File: src/rtl/instr_fetch_mem.sv
// IF-stage instruction memory: one-cycle registered fetch behind a valid/ready port,
// stallable/flushable response, program-load port and a clear-to-HALT sweep after reset.
module instr_fetch_mem #(
  parameter int unsigned       DATA_W      = 32,
  parameter int unsigned       ADDR_W      = 32,
  parameter int unsigned       DEPTH       = 128,
  parameter logic [DATA_W-1:0] HALT_WORD   = DATA_W'(32'hFC00_0000),
  parameter logic [DATA_W-1:0] BUBBLE_WORD = '0
) (
  input  logic                     clk,
  input  logic                     rst_n,
  input  logic                     req_valid,
  input  logic [ADDR_W-1:0]        req_addr,
  output logic                     req_ready,
  output logic                     rsp_valid,
  input  logic                     rsp_stall,
  input  logic                     flush,
  output logic [DATA_W-1:0]        instr,
  output logic [5:0]               ctr,
  output logic [5:0]               funcode,
  output logic                     fault,
  input  logic                     ld_we,
  input  logic [$clog2(DEPTH)-1:0] ld_addr,
  input  logic [DATA_W-1:0]        ld_data,
  output logic                     ld_ready,
  output logic                     busy
);

  localparam int unsigned      IDX_W    = $clog2(DEPTH);
  localparam logic [IDX_W-1:0] LAST_IDX = IDX_W'(DEPTH - 1);

  typedef enum logic {
    ST_CLEAR,
    ST_RUN
  } state_e;

  state_e            state, state_nxt;
  logic [IDX_W-1:0]  clr_cnt;
  logic [DATA_W-1:0] mem [DEPTH];

  logic              rsp_valid_q;
  logic              fault_q;
  logic [DATA_W-1:0] instr_q;

  logic              in_run;
  logic              hold;
  logic              accept;
  logic [IDX_W-1:0]  rd_idx;
  logic              addr_sentinel;
  logic              addr_bad;
  logic [DATA_W-1:0] rd_word;
  logic              rd_fault;

  // ---------------------------------------------------------------------------
  // Control FSM
  // ---------------------------------------------------------------------------
  always_ff @(posedge clk) begin
    // NOTE: sequential state uses non-blocking assignments so every register
    // samples pre-edge values regardless of block ordering.
    if (!rst_n) begin
      state   <= ST_CLEAR;
      clr_cnt <= '0;
    end else begin
      state <= state_nxt;
      if (state == ST_CLEAR) clr_cnt <= clr_cnt + IDX_W'(1);
    end
  end

  always_comb begin
    // NOTE: every output of this block gets a default first so no path leaves
    // a signal unassigned, which would infer a latch.
    state_nxt = state;
    busy      = 1'b1;
    ld_ready  = 1'b0;
    in_run    = 1'b0;
    unique case (state)
      ST_CLEAR: if (clr_cnt == LAST_IDX) state_nxt = ST_RUN;
      ST_RUN: begin
        busy     = 1'b0;
        ld_ready = 1'b1;
        in_run   = 1'b1;
      end
      default: state_nxt = ST_CLEAR;
    endcase
  end

  assign hold      = rsp_valid_q & rsp_stall;
  assign req_ready = in_run & ~hold;
  assign accept    = req_valid & req_ready;

  // ---------------------------------------------------------------------------
  // Address decode and read
  // ---------------------------------------------------------------------------
  assign rd_idx        = req_addr[IDX_W+1:2];
  assign addr_sentinel = (req_addr == {{(ADDR_W-2){1'b1}}, 2'b00});
  assign addr_bad      = (req_addr[1:0] != 2'b00) | (|req_addr[ADDR_W-1:IDX_W+2]);

  // The PC-init sentinel is out of range too, so it must win over the fault path.
  always_comb begin
    rd_word  = mem[rd_idx];
    rd_fault = 1'b0;
    if (addr_sentinel) begin
      rd_word = HALT_WORD;
    end else if (addr_bad) begin
      rd_word  = HALT_WORD;
      rd_fault = 1'b1;
    end
  end

  // ---------------------------------------------------------------------------
  // Storage: the clear sweep and program loads share the single write port
  // ---------------------------------------------------------------------------
  always_ff @(posedge clk) begin
    // NOTE: the array has no reset branch so it maps to RAM; the CLEAR sweep
    // initialises it instead.
    if (rst_n) begin
      if (state == ST_CLEAR) mem[clr_cnt] <= HALT_WORD;
      else if (ld_we)        mem[ld_addr] <= ld_data;
    end
  end

  // ---------------------------------------------------------------------------
  // Response register: flush beats stall, stall beats a new fetch
  // ---------------------------------------------------------------------------
  always_ff @(posedge clk) begin
    if (!rst_n) begin
      rsp_valid_q <= 1'b0;
      instr_q     <= HALT_WORD;
      fault_q     <= 1'b0;
    end else if (flush) begin
      rsp_valid_q <= 1'b0;
      instr_q     <= BUBBLE_WORD;
      fault_q     <= 1'b0;
    end else if (hold) begin
      rsp_valid_q <= rsp_valid_q;
    end else if (accept) begin
      rsp_valid_q <= 1'b1;
      instr_q     <= rd_word;
      fault_q     <= rd_fault;
    end else begin
      rsp_valid_q <= 1'b0;
    end
  end

  assign rsp_valid = rsp_valid_q;
  assign instr     = instr_q;
  assign fault     = fault_q;
  assign ctr       = instr_q[31:26];
  assign funcode   = instr_q[5:0];

endmodule

File: config.mk
export PLATFORM = sky130hd
export DESIGN_NAME = instr_fetch_mem
export DESIGN_NICKNAME = d
export VERILOG_FILES = /design/src/rtl/instr_fetch_mem.sv
export SDC_FILE = /design/constraint.sdc
export NUM_CORES = 2
export LEC_CHECK = 0
export CAP_MARGIN = 0
export CORE_MARGIN = 4
export CORE_UTILIZATION = 50
export DETAILED_ROUTE_END_ITERATION = 10
export HOLD_SLACK_MARGIN = 0.02
export PLACE_DENSITY = 0.66
export SLEW_MARGIN = 0
export SYNTH_ARGS = -nofsm -noshare
export SYNTH_HDL_FRONTEND = slang
export SYNTH_SLANG_ARGS = --single-unit
File: constraint.sdc
create_clock -name clk -period 9.9 [get_ports clk]
set_clock_uncertainty 0.1 [all_clocks]
set_input_delay 1.98 -clock clk [delete_from_list [all_inputs] [get_ports clk]]
set_output_delay 1.98 -clock clk [all_outputs]
set_load 0.02 [all_outputs]
==> impl_metrics.ini <==
[clocking]
htree_levels = 5
insertion_delay_ns = 1.00
numCtsBuffers = 412
cts_buffer_depth = 4
post_cts_buffers = 0
cts_resized = 0
clockRootBuffer = clkbuf_16
cts_tree = done
ctsHoldBuffers = 0
clk_transition_reported_paths_ns = 0.06
clock_sinks = 4138

[global_routing]
grt_pass1_vias = 78700
grt_pass1_wl_mm = 669
grt_overflow_total = 0
grt_max_degree = 102
antenna_found_initial = 52
grt.total_usage_pct = 29.6

[sta]
hold_viol = 0
setup_ws_ns = 3.61
period_share_pct = 63.5
timing_worst_slew_pin_value_ns = 1.45
worst_hold_slack_ns = 0.416
maxSlewHeadroom_pct = 2.59
finalMaxSlewViolations = 0
rsz0062_at_grt = no
max_freq_mhz = 159
setup_violations = 0
fin_crit_ns = 6.29
tns_ns = 0

[synth]
synth_seq_cells = 4138
synth_edf_count = 4096
syn_nets = 7604
syn_area_um2 = 160000
synthCells = 7526
yosysWarnings = 0
seq_area_frac_synth_pct = 77.6
postSynth.asyncResetShare_pct = 0
synth_top_area_share_pct = 77.1
yosys.cell_types.count = 66
synthFlopType = edfxtp_1
yosysTopAreaCell = edfxtp_1
syn_area_per_cell_um2 = 21.2
yosys-top-cells-area = edfxtp_1, mux4_2, mux2i_1

[floorplanning]
coreArea_um2 = 318000
die_area_um2 = 328000
dieHeight_um = 573
pin_count = 126
rows = 207
start_util_pct = 50.2
die_w_um = 573

[finish]
syn2layout_area_growth_pct = 12.6
final_common_cell = edfxtp_1
layout_common_cells = edfxtp_1, mux4_2, mux2i_1
final_cells = 12300
drive_above_1_share_pct = 22.4
nets = 7877

[detailed_routing]
avgRoutedWirePerCell_um = 40.0
vias = 82700
via_per_inst = 6.71
wl_mm = 493
post-route-drc-count = 0
drt_iter0_drc = 13200
drt-pass1-iter-count = 6
drtAntennaViolNets = 0

[critical_path]
critPathRequiredTime_ns = 10.37
rr_endpoint = mem[124][8]$_DFFE_PP_
arrival_ns = 6.76
endpoint_kind = flop
crit_fanout = 32
cp-start-kind = primary input
ff2ff_setup_slack_ns = 4.56
worstSetupPathType = primary input to flop
r2r_start = state$_SDFF_PN0_
worst-r2r-cell-count = 4

[power_and_ir_drop]
total_power_w = 0.0359
p_leak_nw = 64.0
peakVddDrop_uv = 155
p_per_area_nw_per_um2 = 200

[run_status]
run_status = complete, no violations

[place]
port_buffers = 125
place_congestion = 1.04
placed_cells = 11600
dp_hpwl_mm = 313
preCtsSetupSlack_ns = 2.74

[worst_hold_path]
hold-path-cell-count = 2
hold_end = fault$_SDFFE_PP0P_
worstHoldStart = fault$_SDFFE_PP0P_
hold_class = flop to flop

[job]
drv_cap = 0
-- through the flow --
stage / util (%) / instance area (um2)
after global placement: 52.2 / 166000
after CTS: 56.5 / 180000
final: 56.5 / 180000
after global routing: 56.5 / 180000
after detailed placement: 52.3 / 166000
after floorplan: - / 160000
-- layer usage --
metal / share of wire, % / track usage [%] / up-vias
li1: - / - / 32400
met2: 46 / 44.3 / 5373
met1: 37 / 40.8 / 44100
met5: 0.032 / 0 / -
met3: 12 / 7.75 / 899
met4: 6.0 / 14.4 / 16
-- area by class of cell --
type | count | area [um2]
diodes | 18 | 45.0
well taps | 4180 | 5230
repair buffers | 297 | 2720
multi-input cells | 2946 | 34300
inverters | 4 | 20.0
clock inverters | 240 | 2790
clock buffers | 516 | 10800
fillers | 22800 | 138000
flip-flops and latches | 4138 | 124000
-- synth_stat cells, drive strengths merged (2+ instances only) --
library cell and count:
mux2 12, a2111oi 41, o21ai 82, clkbuf 174
xor2 2, o221ai 81, nor2b 14, nor4 77
o2111ai 12, xnor2 3, nand2b 11, and3 25
mux2i 488, nand4 36, inv 4, a22o 29
a32oi 13, buf 264, nand3 28, dfxtp 42
o22ai 220, or3 19, nor2 278, nor3 110
o21a 2, nand3b 17, nor4bb 3, nand2 187
a21boi 2, a22oi 58, o31ai 39, and3b 3
nor3b 4, a211oi 33, a211o 13, nor4b 7
a21oi 89, a221oi 23, or2 4, o32ai 26
and2 49, edfxtp 4096, mux4 797, a31oi 4
-- flip-flops by register name, summed over array words and instances, names as in the netlist --
register	count
fault	1
rsp_valid	1
mem	4096
state	1
clr_cnt	7
instr	32
-- kinds of logic (layout without fill, tap and decap cells) --
| family | count (synthesis) | after routing | share of synthesized area (%) |
|---|---|---|---|
| other | 0 | 18 | 0 |
| flip-flops | 4138 | 4138 | 77.6 |
| buffers and inverters | 442 | 1057 | 1.76 |
| multiplexers | 1297 | 1297 | 14.4 |
| adder cells (fa/ha/maj) | 1 | 1 | 0.00784 |
| AO/OA/AOI/OAI | 769 | 769 | 3.51 |
| XOR/XNOR | 5 | 5 | 0.0275 |
| AND/OR/NAND/NOR | 874 | 874 | 2.68 |
-- worst max-delay path, cell delays in order --
cell and delay [ns]:
clkdlybuf4s50_1 0.47, buf_4 0.26, and3_2 0.63, mux2i_1 0.92
nand3_4 1.08, nor2_4 1.30
-- worst max path at each step --
stage | startpoint | end | slack [ns] | cells past startpoint
after global routing | rst_n | mem[126][20]$_DFFE_PP_ | 3.61 | 6
after global placement | rst_n | mem[126][22]$_DFFE_PP_ | 2.82 | 6
after detailed placement | rst_n | mem[126][20]$_DFFE_PP_ | 2.74 | 6
after floorplan | rst_n | mem[0][0]$_DFFE_PP_ | 4.29 | 6
after CTS | rst_n | mem[126][10]$_DFFE_PP_ | 3.75 | 6
final | rst_n | mem[124][8]$_DFFE_PP_ | 3.61 | 6
-- power breakdown --
group	internal, W	leakage, nW	switching, W
clock network	0.00891	6.53	0.00674
registers	0.0190	45.4	0.0000123
logic	0.000411	12.1	0.000885
total	0.0283	64.0	0.00764
No activity file was read; power rests on OpenSTA's default activity.
